$ cat src/rtl/ghost_motion_engine_pkg.sv
`default_nettype none
// +----------------------------------------------------------------------------+
// | Module  : ghost_motion_engine_pkg                                          |
// | Brief   : Shared ghost steering definitions: directions, widths, states.   |
// | Revision: 1.0  initial release                                             |
// +----------------------------------------------------------------------------+
package ghost_motion_engine_pkg;

    localparam int c_POS_X_W   = 11;
    localparam int c_POS_Y_W   = 10;
    localparam int c_DIR_W     = 4;
    localparam int c_STATE_W   = 2;

    // One-hot {LEFT,DOWN,UP,RIGHT}
    localparam logic [c_DIR_W-1:0] c_DIR_RIGHT = 4'b0001;
    localparam logic [c_DIR_W-1:0] c_DIR_UP    = 4'b0010;
    localparam logic [c_DIR_W-1:0] c_DIR_DOWN  = 4'b0100;
    localparam logic [c_DIR_W-1:0] c_DIR_LEFT  = 4'b1000;

    localparam logic [c_STATE_W-1:0] c_ST_IDLE   = 2'd0;
    localparam logic [c_STATE_W-1:0] c_ST_DECIDE = 2'd1;
    localparam logic [c_STATE_W-1:0] c_ST_MOVE   = 2'd2;

    function automatic logic is_one_hot(input logic [c_DIR_W-1:0] v);
        return (v != '0) && ((v & (v - 4'd1)) == '0);
    endfunction

endpackage
`default_nettype wire

$ cat src/rtl/step_tick_gen.sv
`default_nettype none
// +----------------------------------------------------------------------------+
// | Module  : step_tick_gen                                                    |
// | Brief   : STEP_DIV prescaler with count enable and synchronous clear.      |
// | Revision: 1.0  initial release                                             |
// +----------------------------------------------------------------------------+
module step_tick_gen #(
    parameter int unsigned STEP_DIV = 250000
) (
    input  logic clk,
    input  logic rst_n,
    input  logic i_count_en,
    input  logic i_clear,
    output logic o_tick
);

    localparam int                 c_CNT_W    = $clog2(STEP_DIV);
    localparam logic [c_CNT_W-1:0] c_TERMINAL = c_CNT_W'(STEP_DIV - 1);
    localparam logic [c_CNT_W-1:0] c_ONE      = c_CNT_W'(1);

    logic [c_CNT_W-1:0] r_count;

    assign o_tick = i_count_en && (r_count == c_TERMINAL);

    always_ff @(posedge clk or negedge rst_n) begin
        if (!rst_n) begin
            r_count <= '0;
        end else if (i_clear) begin
            r_count <= '0;
        end else if (i_count_en) begin
            r_count <= o_tick ? '0 : r_count + c_ONE;
        end
    end

endmodule
`default_nettype wire

$ cat src/rtl/ghost_motion_engine.sv
`default_nettype none
// +----------------------------------------------------------------------------+
// | Module  : ghost_motion_engine                                              |
// | Brief   : Ghost position/direction registers; steps one pixel per tick,    |
// |           re-reads move_direction only at tile boundaries.                 |
// | Revision: 1.0  initial release                                             |
// +----------------------------------------------------------------------------+
module ghost_motion_engine
    import ghost_motion_engine_pkg::*;
#(
    parameter logic [c_POS_X_W-1:0] START_X     = 11'd304,
    parameter logic [c_POS_Y_W-1:0] START_Y     = 10'd224,
    parameter int unsigned          STEP_DIV    = 250000,
    parameter int                   TILE_LOG2   = 4,
    parameter logic [c_POS_X_W-1:0] X_WRAP_MAX  = 11'd639,
    parameter logic [c_POS_Y_W-1:0] Y_MAX       = 10'd479,
    parameter int                   DECIDE_WAIT = 2
) (
    input  logic                 clk,
    input  logic                 rst_n,
    input  logic                 enable,
    input  logic                 respawn,
    input  logic [c_DIR_W-1:0]   move_direction,
    output logic [c_POS_X_W-1:0] ghost_pos_x,
    output logic [c_POS_Y_W-1:0] ghost_pos_y,
    output logic [c_DIR_W-1:0]   prev_direction,
    output logic                 moving,
    output logic                 step_pulse
);

    localparam int                  c_WAIT_W    = $clog2(DECIDE_WAIT + 2);
    localparam logic [c_WAIT_W-1:0] c_WAIT_DONE = c_WAIT_W'(DECIDE_WAIT);
    localparam logic [c_WAIT_W-1:0] c_WAIT_ONE  = c_WAIT_W'(1);

    logic [c_STATE_W-1:0] r_state;
    logic [c_POS_X_W-1:0] r_pos_x;
    logic [c_POS_Y_W-1:0] r_pos_y;
    logic [c_DIR_W-1:0]   r_prev_dir;
    logic [c_DIR_W-1:0]   r_cur_dir;
    logic                 r_moving;
    logic                 r_step_pulse;
    logic [c_WAIT_W-1:0]  r_wait_cnt;

    logic [c_STATE_W-1:0] w_next_state;
    logic [c_POS_X_W-1:0] w_next_x;
    logic [c_POS_Y_W-1:0] w_next_y;
    logic                 w_step;
    logic                 w_accept;
    logic                 w_tick;

    // Counter is held at zero outside MOVE, so entering MOVE always starts a full period
    step_tick_gen #(
        .STEP_DIV (STEP_DIV)
    ) u_step_tick_gen (
        .clk        (clk),
        .rst_n      (rst_n),
        .i_count_en (enable && (r_state == c_ST_MOVE)),
        .i_clear    (respawn || (r_state != c_ST_MOVE)),
        .o_tick     (w_tick)
    );

    always_comb begin
        w_next_state = r_state;
        w_next_x     = r_pos_x;
        w_next_y     = r_pos_y;
        w_step       = 1'b0;
        w_accept     = 1'b0;
        case (r_state)
            c_ST_IDLE: w_next_state = c_ST_DECIDE;
            c_ST_DECIDE: begin
                if ((r_wait_cnt == c_WAIT_DONE) && is_one_hot(move_direction)) begin
                    w_accept     = 1'b1;
                    w_next_state = c_ST_MOVE;
                end
            end
            c_ST_MOVE: begin
                if (w_tick) begin
                    case (r_cur_dir)
                        c_DIR_RIGHT: begin
                            w_step   = 1'b1;
                            w_next_x = (r_pos_x == X_WRAP_MAX) ? '0 : r_pos_x + 11'd1;
                        end
                        c_DIR_LEFT: begin
                            w_step   = 1'b1;
                            w_next_x = (r_pos_x == '0) ? X_WRAP_MAX : r_pos_x - 11'd1;
                        end
                        c_DIR_DOWN: begin
                            if (r_pos_y == Y_MAX) begin
                                w_next_state = c_ST_DECIDE;
                            end else begin
                                w_step   = 1'b1;
                                w_next_y = r_pos_y + 10'd1;
                            end
                        end
                        c_DIR_UP: begin
                            if (r_pos_y == '0) begin
                                w_next_state = c_ST_DECIDE;
                            end else begin
                                w_step   = 1'b1;
                                w_next_y = r_pos_y - 10'd1;
                            end
                        end
                        default: w_next_state = c_ST_DECIDE;
                    endcase
                    if (w_step && (w_next_x[TILE_LOG2-1:0] == '0)
                               && (w_next_y[TILE_LOG2-1:0] == '0)) begin
                        w_next_state = c_ST_DECIDE;
                    end
                end
            end
            default: w_next_state = c_ST_IDLE;
        endcase
    end

    always_ff @(posedge clk or negedge rst_n) begin
        if (!rst_n) begin
            r_state      <= c_ST_IDLE;
            r_pos_x      <= START_X;
            r_pos_y      <= START_Y;
            r_prev_dir   <= c_DIR_LEFT;
            r_cur_dir    <= c_DIR_LEFT;
            r_moving     <= 1'b0;
            r_step_pulse <= 1'b0;
            r_wait_cnt   <= '0;
        end else if (respawn) begin
            r_state      <= c_ST_IDLE;
            r_pos_x      <= START_X;
            r_pos_y      <= START_Y;
            r_prev_dir   <= c_DIR_LEFT;
            r_cur_dir    <= c_DIR_LEFT;
            r_moving     <= 1'b0;
            r_step_pulse <= 1'b0;
            r_wait_cnt   <= '0;
        end else if (!enable) begin
            r_step_pulse <= 1'b0;
        end else begin
            r_state      <= w_next_state;
            r_pos_x      <= w_next_x;
            r_pos_y      <= w_next_y;
            r_moving     <= (w_next_state == c_ST_MOVE);
            r_step_pulse <= w_step;
            if (w_accept) begin
                r_cur_dir  <= move_direction;
                r_prev_dir <= move_direction;
            end
            // Held at zero outside DECIDE, so every entry restarts the settle wait
            if (r_state != c_ST_DECIDE) begin
                r_wait_cnt <= '0;
            end else if (r_wait_cnt != c_WAIT_DONE) begin
                r_wait_cnt <= r_wait_cnt + c_WAIT_ONE;
            end
        end
    end

    assign ghost_pos_x    = r_pos_x;
    assign ghost_pos_y    = r_pos_y;
    assign prev_direction = r_prev_dir;
    assign moving         = r_moving;
    assign step_pulse     = r_step_pulse;

endmodule
`default_nettype wire

$ cat config.mk
export PLATFORM = sky130hd
export DESIGN_NAME = ghost_motion_engine
export DESIGN_NICKNAME = d
export VERILOG_FILES = /design/src/rtl/ghost_motion_engine_pkg.sv /design/src/rtl/step_tick_gen.sv /design/src/rtl/ghost_motion_engine.sv
export SDC_FILE = /design/constraint.sdc
export NUM_CORES = 1
export LEC_CHECK = 0
export BUFFER_PORTS_ARGS = -buffer_cell sky130_fd_sc_hd__clkbuf_2
export CAP_MARGIN = 20
export CORE_MARGIN = 2
export CORE_UTILIZATION = 50
export DETAILED_ROUTE_END_ITERATION = 16
export GPL_ROUTABILITY_DRIVEN = 0
export GPL_TIMING_DRIVEN = 0
export MAX_ROUTING_LAYER = met4
export PLACE_DENSITY = 0.66
export SLEW_MARGIN = 0
export SYNTH_ARGS = -nofsm -noshare
export SYNTH_HDL_FRONTEND = slang
export SYNTH_SLANG_ARGS = --single-unit
$ cat constraint.sdc
create_clock -name clk -period 2.97 [get_ports clk]
set_clock_uncertainty 0.05 [all_clocks]
set_input_delay 0.7425 -clock clk [delete_from_list [all_inputs] [get_ports clk]]
set_output_delay 0.7425 -clock clk [all_outputs]
set_load 0.005 [all_outputs]
# Word level (Yosys, flattened, before mapping)
# Index checks and enable logic that the tools add are counted.
# totals
input_bits	8
register_bits	49
word_cells	112
output_inout_bits	27
# op_classes
add_sub_neg	7
n_eq_ne	16
mux	50
n_reduce_logical	28
n_bitwise	1
# ops
op	n
11-bit two-way mux	8
10-bit two-way mux	8
18-bit two-way mux	3
2-bit two-way mux	11
11-bit case mux with 2 select lines	1
10-bit case mux with 2 select lines	1
18-bit by 1-bit adder with 18-bit output (second input constant)	1
18-bit equality test (second input constant)	1
4-bit zero test	3
1-bit two-way mux	12
4-bit two-way mux	3
2-bit case mux with 3 select lines	2
11-bit by 1-bit adder with 11-bit output (second input constant)	1
11-bit by 10-bit equality test with 1-bit output (second input constant)	1
11-bit zero test	1
11-bit by 1-bit subtractor with 11-bit output (second input constant)	1
10-bit by 1-bit adder with 10-bit output (second input constant)	1
10-bit by 9-bit equality test with 1-bit output (second input constant)	1
10-bit zero test	1
2-bit nonzero test	5
10-bit by 1-bit subtractor with 10-bit output (second input constant)	1
3-bit nonzero test	3
2-bit equality test (second input constant)	3
1-bit logical AND	6
other kinds (20)	23

# Longest topological paths before layout
# Gate-level depths: netlist (run 1).
# depth
depth_word	14
mapped_depth	10
mapped_depth_nobuf	9

# Cells and area by module
# A second synthesis (run 1) with hierarchy kept.
# hier_totals
hier_cells	433
hier_area_um2	3749.8
# by_module_without_submodules
mod	seq_area_each_um2	area_per_inst_um2	cells_per_inst	instances
ghost_motion_engine	784.5	2693.8	323	1
step_tick_gen	450.4	1056.0	110	1

# Worst setup path before layout (run 1)
# OpenSTA, ideal clock, no wires.
# synth_path
kind	input -> register
from	input port enable
to	register r_pos_y[5], in the netlist ghost_pos_y[5]
setup_slack_ns	0.332
arrival_time_ns	2.500
cell_stages	8
setup_time_ns	0.088
n_path_buf	2
t_required_ns	2.832
path_cell_list	clkbuf_1 -> nand4bb_1 -> or3_1 -> nor2_2 -> nand2b_1 -> buf_2 -> o21a_1 -> or3_1
# synth_via
elab_chain_len	4
elab_cells_between_ends	5
classes_between	5 x reduce/logical
# synth_rtl
item	line_no	text
start: declaration	ghost_motion_engine.sv:21	input logic enable,
1-bit logical AND	ghost_motion_engine.sv:57	.i_count_en (enable && (r_state == c_ST_MOVE)),
1-bit logical AND	step_tick_gen.sv:23	assign o_tick = i_count_en && (r_count == c_TERMINAL);
2-bit nonzero test (no line)	--	
6-bit AND reduction (no line) *	--	
end signal: assignment	ghost_motion_engine.sv:139	r_pos_y <= w_next_y;
end: declaration	ghost_motion_engine.sv:37	logic [c_POS_Y_W-1:0] r_pos_y;
# Every way passes the cells marked *; elsewhere a longest branch is shown, timed or not.
# A chain may end at the register's enable or synchronous reset.

# Worst setup path in the final report (run 1)
# layout_path
from	register r_pos_y[0], in the netlist ghost_pos_y[0]
to	register r_state[1]
# layout_via
elab_chain_len	12
elab_cells_between_ends	25
classes_between	2 x add/sub; 1 x eq/ne; 18 x mux; 4 x reduce/logical
# layout_rtl
item	line_no	text
10-bit by 1-bit subtractor with 10-bit output, or another cell as far along	ghost_motion_engine.sv:100	w_next_y = r_pos_y - 10'd1;
10-bit two-way mux, or another cell as far along	ghost_motion_engine.sv:96	if (r_pos_y == '0) begin
10-bit case mux with 2 select lines / 1-bit case mux with 3 select lines (equally long branches)	ghost_motion_engine.sv:78	case (r_cur_dir)
10-bit two-way mux / 1-bit two-way mux (equally long branches)	ghost_motion_engine.sv:77	if (w_tick) begin
10-bit two-way mux / 1-bit two-way mux (equally long branches)	ghost_motion_engine.sv:68	case (r_state)
4-bit zero test / 1-bit logical AND (equally long branches)	ghost_motion_engine.sv:106, ghost_motion_engine.sv:105	
1-bit logical AND	ghost_motion_engine.sv:106	&& (w_next_y[TILE_LOG2-1:0] == '0)) begin
2-bit two-way mux *	ghost_motion_engine.sv:105	if (w_step && (w_next_x[TILE_LOG2-1:0] == '0)
2-bit two-way mux *	ghost_motion_engine.sv:77	
2-bit case mux with 3 select lines *	ghost_motion_engine.sv:68	
2-bit two-way mux *	ghost_motion_engine.sv:134	end else if (!enable) begin
2-bit two-way mux *	ghost_motion_engine.sv:125	end else if (respawn) begin
end signal: assignment	ghost_motion_engine.sv:117	r_state <= c_ST_IDLE;
end signal: assignment	ghost_motion_engine.sv:126	r_state <= c_ST_IDLE;
end signal: assignment	ghost_motion_engine.sv:137	r_state <= w_next_state;
end: declaration	ghost_motion_engine.sv:35	logic [c_STATE_W-1:0] r_state;
# Every way passes the cells marked *; elsewhere a longest branch is shown, timed or not. The select of a mux whose other input is x is not followed.

==> impl_metrics.env, run 1 <==
export IMPL_outcome="finished clean"
export IMPL_synth_edff_count=0
export IMPL_portBuffers=32
export IMPL_regArea_um2=1240
export IMPL_powerDensity_nw_per_um2=296
export IMPL_cts_setup_buffers=0
export IMPL_grt_pass1_wl_um=14500
export IMPL_wl_per_cell_um=15.9
export IMPL_crit_path_end_kind="flop"
export IMPL_critPathBufInv=2
export IMPL_synth_top_family_by_area="simple AND/OR/NAND/NOR gates"
export IMPL_path_clk_slew_ns=0.09
export IMPL_clock_path_buffers=2
export IMPL_tightest_slew_ns=0.802
export IMPL_slew_headroom=0.461
export IMPL_dieArea_um2=7640
export IMPL_hold_path_class="input pin to asynchronous set/reset pin"
export IMPL_ys_warn_count=0
export IMPL_synth_compound_gate_area_share=0.229
export IMPL_holdBufCountCts=0
export IMPL_via_per_inst=6.20
export IMPL_yosysSeqAreaShare=0.355
export IMPL_netlist_instances=415
export IMPL_rsz0062_at_grt="false"
export IMPL_fin_crit_sh=0.945
export IMPL_path_cells="inv_1 > ha_1 > or4b_4 > o41ai_4 > buf_6 > o22ai_4 > xor2_1 > or2_1 > o31ai_2 > a21oi_1"
export IMPL_clk_latency_ns=0.30
export IMPL_multiInputGateArea_um2=2100
export IMPL_antenna_found_initial=0
export IMPL_drv_slew=0
export IMPL_period_needed_ns=2.81
export IMPL_path_delay_family="simple AND/OR/NAND/NOR gates"
export IMPL_start_kind="flop"
export IMPL_slowest_stage="or4b_4"
export IMPL_fmax_mhz=356
export IMPL_initial_core_util=0.515
export IMPL_cts_buffers=5
export IMPL_cts_tree="built"
export IMPL_track_usage=0.242
export IMPL_cap_violations=0
export IMPL_synthesis_nets=429
export IMPL_muxShareOfSynthArea=0.0230
export IMPL_crit_path_max_fanout=10
export IMPL_drive_gt1_frac=0.149
export IMPL_htree_levels=2
export IMPL_cp_slowest_stage_delay_ns=0.52
export IMPL_nNetsFinal=468
export IMPL_pre_cts_ws_ns=-0.0646
export IMPL_worst_ep_required_time_ns=3.11
export IMPL_cts_resized=0
export IMPL_fin_cells=535
export IMPL_design_core_area_um2=6760
export IMPL_irDropWorstVdd_mv=0.169
export IMPL_ant_nets=0
export IMPL_dp_cells=528
export IMPL_synth_simple_gate_area_share=0.281
export IMPL_drc=0
export IMPL_synth_cell_types=73
export IMPL_syn_to_final_growth_pct=10.9
export IMPL_dpl_hpwl_um=6140
export IMPL_num_rows=30
export IMPL_die_h_um=87.4
export IMPL_drt_wl_total_um=8500
export IMPL_drt_initial_drc_count=341
export IMPL_cp_data_arrival_time_ns=2.94
export IMPL_grt_max_degree=28
export IMPL_postSynthAreaPerCell_um2=8.39
export IMPL_ys_flop_type="dfrtp_1"
export IMPL_async_reset_ff_frac=1.00
export IMPL_ys_ff_latch=49
export IMPL_n_antenna_cell=0
export IMPL_synth_fa_ha_area_frac=0.0216
export IMPL_synth_xor_area_frac=0.0453
export IMPL_finalWorstSetupSlack_ns=0.163
export IMPL_firstDrtPassIters=5
export IMPL_dieWidth_um=87.4
export IMPL_io_pins=35
export IMPL_syn_area_um2=3480
export IMPL_ctsRootBufferMaster="clkbuf_8"
export IMPL_vias=3317
export IMPL_first_global_vias=3041
export IMPL_fill_cells=619
export IMPL_setup_viol=0
export IMPL_final_hold_viol_count=0
export IMPL_leakage_nw=1.58
export IMPL_overflow=0
export IMPL_crit_type="flop to flop"
export IMPL_clock_sinks=49
## where the power goes
part | internal, W | switching [W] | total (W)
clock | 0.000168 | 0.000215 | 0.000383
sequential | 0.000673 | 0.00000576 | 0.000679
combinational | 0.0000267 | 0.0000544 | 0.0000811
total | 0.000868 | 0.000276 | 0.00114
## worst paths after layout
check                                             from                           to  slack [ns]  depth (start not counted)
min in group clk           u_step_tick_gen.r_count[17]  u_step_tick_gen.r_count[17]        0.46                          1
max reg2reg                             ghost_pos_y[0]                   r_state[1]        0.16                         10
min reg2reg                u_step_tick_gen.r_count[17]  u_step_tick_gen.r_count[17]        0.46                          1
min                                              rst_n               ghost_pos_x[2]        0.45                          1
max in group asynchronous                        rst_n               ghost_pos_x[8]        1.76                          2
max                                     ghost_pos_y[0]                   r_state[1]        0.16                         10
## sequential cells by signal (all words and copies together), names as in the netlist
name / flops
r_state: 2
ghost_pos_x: 11
r_cur_dir: 4
moving: 1
r_wait_cnt: 2
ghost_pos_y: 10
u_step_tick_gen.r_count: 18
step_pulse: 1
## per-stage QoR
step / setup TNS, ns / hold WS, ns / cell area (um2) / utilization / power (W)
after floorplan: 0 / 0.397 / 3480 / - / 0.000734
after global placement: -0.156 / 0.435 / 3740 / 0.554 / 0.000768
after detailed placement: -0.320 / 0.444 / 3770 / 0.558 / 0.000774
after CTS: 0 / 0.462 / 3850 / 0.570 / 0.00117
after global routing: 0 / 0.491 / 3860 / 0.571 / 0.00120
final: 0 / 0.455 / 3860 / 0.571 / 0.00114
## synthesized netlist by cell type (2+ instances only)
cell | n | area (um2)
a22o_1 | 4 | 35.0
o311ai_0 | 2 | 17.5
nand4_1 | 6 | 37.5
nor4_1 | 5 | 31.3
or3_1 | 6 | 37.5
ha_1 | 6 | 75.1
clkbuf_1 | 15 | 56.3
o21ai_0 | 17 | 85.1
a31oi_1 | 10 | 62.6
xor2_1 | 12 | 105
mux2i_1 | 8 | 80.1
nand2_1 | 33 | 124
buf_6 | 4 | 45.0
nor2_1 | 56 | 210
or2_1 | 2 | 12.5
and3_1 | 5 | 31.3
a221o_1 | 2 | 20.0
a32oi_1 | 4 | 35.0
o22ai_1 | 5 | 31.3
buf_4 | 2 | 15.0
xnor2_1 | 6 | 52.6
nor2b_1 | 8 | 50.1
o41ai_1 | 2 | 17.5
a22oi_1 | 2 | 15.0
nor3_1 | 13 | 65.1
dfrtp_1 | 42 | 1050
a311oi_1 | 4 | 35.0
and2_1 | 5 | 31.3
a21boi_0 | 2 | 15.0
o31ai_1 | 3 | 22.5
inv_1 | 10 | 37.5
a21oi_1 | 31 | 155
a21o_1 | 2 | 15.0
and4_1 | 3 | 26.3
o21ai_1 | 7 | 35.0
nand3_1 | 20 | 100
o21a_1 | 3 | 22.5
o31ai_2 | 2 | 25.0
dfstp_2 | 7 | 184
or4_1 | 4 | 30.0
nand2b_1 | 3 | 18.8
## cell usage in the layout (no fill, tap or decap), types with 3 or more instances in the layout
cell / n
xor2_1: 12
buf_6: 4
o21ai_1: 7
a31oi_1: 10
and4_1: 3
a32oi_1: 4
xnor2_1: 6
clkbuf_1: 16
and3_1: 5
nor3_1: 13
o31ai_1: 3
a22o_1: 4
nor4_1: 5
or4_1: 4
nor2b_1: 8
mux2i_1: 8
clkbuf_8: 5
nor2_1: 56
nand3_1: 20
dfstp_2: 7
ha_1: 6
and2_1: 5
nand2b_1: 3
o21a_1: 3
clkbuf_2: 33
or3_1: 6
o21ai_0: 17
o22ai_1: 5
dfrtp_1: 41
a311oi_1: 4
a21oi_1: 31
nand2_1: 33
nand4_1: 6
inv_1: 10
## logic make-up after synthesis
| kind of cell | count (synthesis) |
|---|---|
| mux | 8 |
| xor+xnor | 18 |
| buf+inv | 32 |
| fa+ha+maj | 6 |
| flops | 49 |
| simple gates | 186 |
| compound gates | 116 |
## final cells by class
cell class,instances,area share
flip-flops and latches,49,0.320
clock buffers,8,0.0208
multi-input cells,334,0.544
plain buffers,21,0.0308
inverters,10,0.00973
well taps,80,0.0259
repair buffers,33,0.0486
## metal layers
| metal | up-vias | wire [um] | GRT usage | part of all wire |
|---|---|---|---|---|
| met2 | 92 | 3930 | 0.371 | 0.46 |
| met4 | 0 | 98 | 0.0699 | 0.012 |
| met5 | - | 0 | - | 0 |
| li1 | 1620 | - | - | - |
| met1 | 1595 | 4050 | 0.332 | 0.48 |
| met3 | 10 | 423 | 0.0398 | 0.050 |
Power figures use the tool's default switching activity.
==> inputs of run 2 (changes only) <==
Settings changed: CTS_BUF_LIST set to sky130_fd_sc_hd__clkbuf_16.
==> run 2 against run 1 <==
Compared with the run above:
- critical path depth shrank 3
- non-clock buffer count unchanged
- core utilization grew 0.83 points
- clock power rose by 40%
- sequential cell count stayed put
- via count is 0.87% higher
- global-route usage is essentially flat
- critical endpoint unchanged
- largest power group unchanged
- highest routed layer unchanged
==> impl_metrics.env, run 2 (synthesis gave the netlist of run 1 again) <==
export IMPL_num_rows=30
export IMPL_cts_setup_buffers=0
export IMPL_ctsRootBufferMaster="clkbuf_16"
export IMPL_ant_nets=0
export IMPL_die_h_um=87.4
export IMPL_r2r_cells=7
export IMPL_via_per_inst=6.25
export IMPL_crit_path_max_fanout=9
export IMPL_clock_sinks=49
export IMPL_crit_path_end_kind="flop"
export IMPL_holdBufCountCts=0
export IMPL_initial_core_util=0.515
export IMPL_start_kind="flop"
export IMPL_powerDensity_nw_per_um2=331
export IMPL_path_clk_slew_ns=0.06
export IMPL_power_internal_w=0.00100
export IMPL_track_usage=0.242
export IMPL_top_register="u_step_tick_gen.r_count"
export IMPL_p_clk_frac=0.413
export IMPL_cts_tree="built"
export IMPL_irDropWorstVdd_mv=0.199
export IMPL_nNetsFinal=468
export IMPL_mostFrequentLayoutCells="56 x nor2_1, 41 x dfrtp_1, 33 x clkbuf_2, 33 x nand2_1, 31 x a21oi_1"
export IMPL_drt_wl_total_um=8500
export IMPL_multiInputGateArea_um2=2100
export IMPL_fmax_mhz=355
export IMPL_p_sw_w=0.000292
export IMPL_cts_buffers=5
export IMPL_dieArea_um2=7640
export IMPL_switching_share=0.225
export IMPL_drt_initial_drc_count=302
export IMPL_leakage_nw=1.62
export IMPL_regArea_um2=1240
export IMPL_drive_gt1_frac=0.149
export IMPL_worst_ep_required_time_ns=3.08
export IMPL_clock_path_buffers=2
export IMPL_slew_headroom=0.460
export IMPL_startpoint="r_cur_dir[2]"
export IMPL_portBuffers=32
export IMPL_seq_power_share=0.525
export IMPL_layout_commonest_cell="nor2_1"
export IMPL_finalWorstSetupSlack_ns=0.154
export IMPL_clk_latency_ns=0.28
export IMPL_drv_slew=0
export IMPL_hold_path_class="flop to flop"
export IMPL_reg2reg_from="r_cur_dir[2]"
export IMPL_antenna_found_initial=0
export IMPL_fin_crit_sh=0.948
export IMPL_hold_path_depth=1
export IMPL_fill_cells=613
export IMPL_htree_levels=2
export IMPL_dpl_hpwl_um=6140
export IMPL_crit_type="flop to flop"
export IMPL_firstDrtPassIters=5
export IMPL_overflow=0
export IMPL_first_global_vias=3039
export IMPL_cp_data_arrival_time_ns=2.93
export IMPL_p_comb_frac=0.063
export IMPL_n_antenna_cell=0
export IMPL_min_delay_start="u_step_tick_gen.r_count[17]"
export IMPL_io_pins=35
export IMPL_period_needed_ns=2.82
export IMPL_drc=0
export IMPL_pre_cts_ws_ns=-0.0646
export IMPL_wl_per_cell_um=15.9
export IMPL_syn_to_final_growth_pct=12.5
export IMPL_final_hold_viol_count=0
export IMPL_vias=3346
export IMPL_fin_total_pwr_w=0.00130
export IMPL_largest_register_ffs=18
export IMPL_grt_max_degree=28
export IMPL_cap_violations=0
export IMPL_setup_viol=0
export IMPL_rsz0062_at_grt="true"
export IMPL_outcome="finished clean"
export IMPL_rrSetupSlack_ns=0.15
export IMPL_tightest_slew_ns=0.803
export IMPL_design_core_area_um2=6760
export IMPL_grt_pass1_wl_um=14500
export IMPL_dieWidth_um=87.4
[run 2: path summary, 6_finish.rpt]
check / endpoint
min in group asynchronous: ghost_pos_x[2]
min: u_step_tick_gen.r_count[17]
max reg2reg: r_state[1]
max in group asynchronous: ghost_pos_x[8]
min reg2reg: u_step_tick_gen.r_count[17]
max: r_state[1]
[run 2: routing by layer]
layer	GRT usage	vias up	wire length (um)
li1	-	1619	-
met1	0.332	1592	4060
met2	0.371	125	3900
met3	0.0398	10	453
met4	0.0699	0	87
met5	-	-	0
[run 2: per-stage QoR]
stage / utilization / std cells / TNS (ns) / hold WS, ns / cell area [um2]
after CTS: 0.578 / 536 / 0 / 0.456 / 3910
after global placement: 0.554 / 527 / -0.156 / 0.435 / 3740
after global routing: 0.579 / 535 / -0.0146 / 0.485 / 3920
final: 0.579 / 535 / 0 / 0.452 / 3920
after detailed placement: 0.558 / 528 / -0.320 / 0.444 / 3770
after floorplan: - / 415 / 0 / 0.397 / 3480
[run 2: critical path, stage by stage (launching register included)]
cell and delay [ns]:
dfrtp_1 0.46, nor2_1 0.51, nand2_1 0.37, or4_1 0.49, a31oi_1 0.23, nand3_1 0.16
o31ai_2 0.32, a21oi_1 0.10
[run 2: power groups by stage]
stage                      logic, W  clock network (W)  registers [W]
after floorplan           0.0000430                  0       0.000691
after global placement    0.0000762                  0       0.000691
after detailed placement  0.0000823                  0       0.000692
after CTS                 0.0000826           0.000561       0.000679
after global routing      0.0000926           0.000585       0.000680
final                     0.0000812           0.000535       0.000680
[run 2: timing repair]
item | CTS | global route
resized for setup | 0 | 5
hold endpoints to repair | 0 | 0
setup endpoints to repair | 0 | 7
[run 2: cell type report]
| class | instances | area share |
|---|---|---|
| timing repair buffer | 33 | 0.0479 |
| inverter | 10 | 0.00959 |
| sequential | 49 | 0.316 |
| multi-input combinational | 334 | 0.536 |
| clock inverter | 3 | 0.00288 |
| buffer | 21 | 0.0304 |
| clock buffer | 5 | 0.0320 |
| tap | 80 | 0.0256 |
==> inputs of run 3 (changes only) <==
Settings changed: ABC_AREA set to 1.
==> run 3 against run 2 <==
Compared with the run above:
- core utilization increased by 1.1 points
- via count increased by 3.0%
- maximum frequency increased by 24%
- area after synthesis increased by 3.0%
- sequential share of layout area decreased by 1.1 points
- first-iteration DRC count decreased by 44%
- critical path depth increased by 10
- sequential power decreased by 0.6%
- worst setup slack improved by 0.54 ns
- design area increased by 3.5%
- non-clock buffer count decreased by 15
- largest cell class unchanged
- largest power group unchanged
==> impl_metrics.env, run 3 <==
export IMPL_outcome="finished clean"
export IMPL_initial_core_util=0.522
export IMPL_r2r_cells=17
export IMPL_first_global_vias=3299
export IMPL_top_layer_used="met4"
export IMPL_postSynthAreaPerCell_um2=7.16
export IMPL_setup_viol=0
export IMPL_path_clk_slew_ns=0.07
export IMPL_nNetsFinal=556
export IMPL_drt_initial_drc_count=168
export IMPL_synth_fa_ha_area_frac=0.0209
export IMPL_rrSetupSlack_ns=0.70
export IMPL_cts_tree="built"
export IMPL_vias=3448
export IMPL_slew_headroom=0.734
export IMPL_ys_top_cells_by_count="92 x nand2_1, 67 x nor2_1, 66 x inv_1"
export IMPL_synth_edff_count=0
export IMPL_fin_cells=639
export IMPL_synth_top_family_by_area="simple AND/OR/NAND/NOR gates"
export IMPL_design_core_area_um2=6870
export IMPL_n_antenna_cell=0
export IMPL_finish_utilization=0.590
export IMPL_synthesis_nets=515
export IMPL_wl_met3_um=407
export IMPL_die_h_um=88.7
export IMPL_htree_levels=2
export IMPL_largest_register_ffs=18
export IMPL_post_synth_top_count_cell="nand2_1"
export IMPL_portBuffers=33
export IMPL_leakage_nw=1.86
export IMPL_syn_to_final_growth_pct=13.0
export IMPL_cts_resized=0
export IMPL_ant_nets=0
export IMPL_clock_path_buffers=2
export IMPL_clock_sinks=49
export IMPL_worst_r2r_endpoint="moving"
export IMPL_drive_gt1_frac=0.179
export IMPL_io_pins=35
export IMPL_grt_pass1_wl_um=15000
export IMPL_multiInputGateArea_um2=2000
export IMPL_reg2reg_from="ghost_pos_y[0]"
export IMPL_fin_total_pwr_w=0.00137
export IMPL_crit_path_end_kind="flop"
export IMPL_cap_violations=0
export IMPL_synth_top_area_share=0.293
export IMPL_dpl_hpwl_um=6690
export IMPL_rsz0062_at_grt="false"
export IMPL_dp_cells=631
export IMPL_wl_met2_um=4110
export IMPL_pre_cts_ws_ns=0.679
export IMPL_synth_simple_gate_area_share=0.352
export IMPL_grt_max_degree=36
export IMPL_cp_data_arrival_time_ns=2.40
export IMPL_irDropWorstVdd_mv=0.257
export IMPL_start_kind="flop"
export IMPL_overflow=0
export IMPL_antenna_found_initial=0
export IMPL_wl_per_cell_um=13.7
export IMPL_layout_commonest_cell="nand2_1"
export IMPL_regArea_um2=1230
export IMPL_synth_xor_area_frac=0.0488
export IMPL_track_usage=0.247
export IMPL_finalWorstSetupSlack_ns=0.696
export IMPL_async_reset_ff_frac=1.00
export IMPL_fmax_mhz=440
export IMPL_final_hold_viol_count=0
export IMPL_holdBufCountCts=0
export IMPL_top_register="u_step_tick_gen.r_count"
export IMPL_cts_setup_buffers=0
export IMPL_period_needed_ns=2.27
export IMPL_cts_buffers=5
export IMPL_mostFrequentLayoutCells="92 x nand2_1, 67 x inv_1, 67 x nor2_1"
export IMPL_crit_path_max_fanout=7
export IMPL_drc=0
export IMPL_hold_path_class="input pin to asynchronous set/reset pin"
export IMPL_synth_cell_types=48
export IMPL_synth_compound_gate_area_share=0.135
export IMPL_powerDensity_nw_per_um2=338
export IMPL_ys_ff_latch=49
export IMPL_ctsRootBufferMaster="clkbuf_16"
export IMPL_clk_latency_ns=0.29
export IMPL_worst_ep_required_time_ns=3.10
export IMPL_yosys_area_top_type="dfrtp_1"
export IMPL_drv_slew=0
export IMPL_dieArea_um2=7870
export IMPL_dieWidth_um=88.7
export IMPL_muxShareOfSynthArea=0
export IMPL_wl_met1_um=4140
export IMPL_crit_type="flop to flop"
export IMPL_firstDrtPassIters=5
export IMPL_fin_crit_sh=0.766
export IMPL_syn_area_um2=3590
export IMPL_fill_cells=668
export IMPL_synthTopCellsByArea="dfrtp_1 29%, nand2_1 9.6%, nor2_1 7.0%, inv_1 6.9%, nand3_1 6.4%"
export IMPL_tightest_slew_ns=0.397
export IMPL_via_per_inst=5.40
export IMPL_num_rows=30
export IMPL_yosysSeqAreaShare=0.344
export IMPL_netlist_instances=501
export IMPL_setup_tns_ns=0
export IMPL_ys_flop_type="dfrtp_1"
export IMPL_drt_wl_total_um=8770
export IMPL_ys_warn_count=0
## run 3: cell types whose count changed in the layout (fill, tap and decap cells not counted), moves of 12 or more
cell	change
nand2_1	+59
o21ai_0	+21
clkbuf_1	-12
nand3_1	+26
a21oi_1	-16
inv_1	+54
## run 3: cell families after synthesis
kind of cell | after synthesis
XOR/XNOR | 20
buffers and inverters | 84
flip-flops | 49
AND/OR/NAND/NOR | 261
adder cells (fa/ha/maj) | 6
AO/OA/AOI/OAI | 81
## run 3: worst max path at each step
stage / start / to / slack (ns) / depth (start not counted)
after floorplan: ghost_pos_y[0] / moving / 1.04 / 17
after global placement: enable / u_step_tick_gen.r_count[12] / 0.67 / 10
after detailed placement: enable / u_step_tick_gen.r_count[3] / 0.68 / 10
after CTS: ghost_pos_y[0] / moving / 0.70 / 17
after global routing: ghost_pos_y[0] / r_state[1] / 0.47 / 17
final: ghost_pos_y[0] / moving / 0.70 / 17
## run 3: report_power, final
group | internal (W) | leakage [nW] | switching (W)
Combinational | 0.0000158 | 1.12 | 0.0000383
Clock | 0.000392 | 0.0826 | 0.000246
Sequential | 0.000672 | 0.659 | 0.00000421
## run 3: critical path, cell delays in order, from the launching register on
cell and delay (ns):
dfrtp_1 0.46, inv_1 0.16, ha_1 0.21, nand2_2 0.08, nor2_4 0.17, nand3_4 0.12
nand2_4 0.14, nand2_2 0.06, o21ai_2 0.05, nand2_1 0.07, nor2_1 0.11, nand3_1 0.08
nand2_1 0.07, nand2_1 0.09, nand2_1 0.07, nand2_1 0.05, nand2_1 0.07, nand2_1 0.05
## run 3: final cells by class
cell class / instances / area share
inverter: 79 / 0.0756
buffer: 5 / 0.0111
clock buffer: 5 / 0.0309
clock inverter: 3 / 0.00926
sequential: 49 / 0.305
tap: 96 / 0.0296
multi-input combinational: 368 / 0.493
timing repair buffer: 34 / 0.0457
## run 3: metal layers
| layer | up-vias | GRT usage |
|---|---|---|
| met5 | - | - |
| met2 | 87 | 0.398 |
| li1 | 1733 | - |
| met3 | 11 | 0.0364 |
| met4 | 0 | 0.0675 |
| met1 | 1617 | 0.326 |
## run 3: through the flow
| step | area, um2 | hold WS [ns] |
|---|---|---|
| final | 4050 | 0.314 |
| after global routing | 4050 | 0.347 |
| after CTS | 4050 | 0.330 |
| after detailed placement | 3890 | 0.425 |
| after global placement | 3870 | 0.416 |
| after floorplan | 3590 | 0.397 |
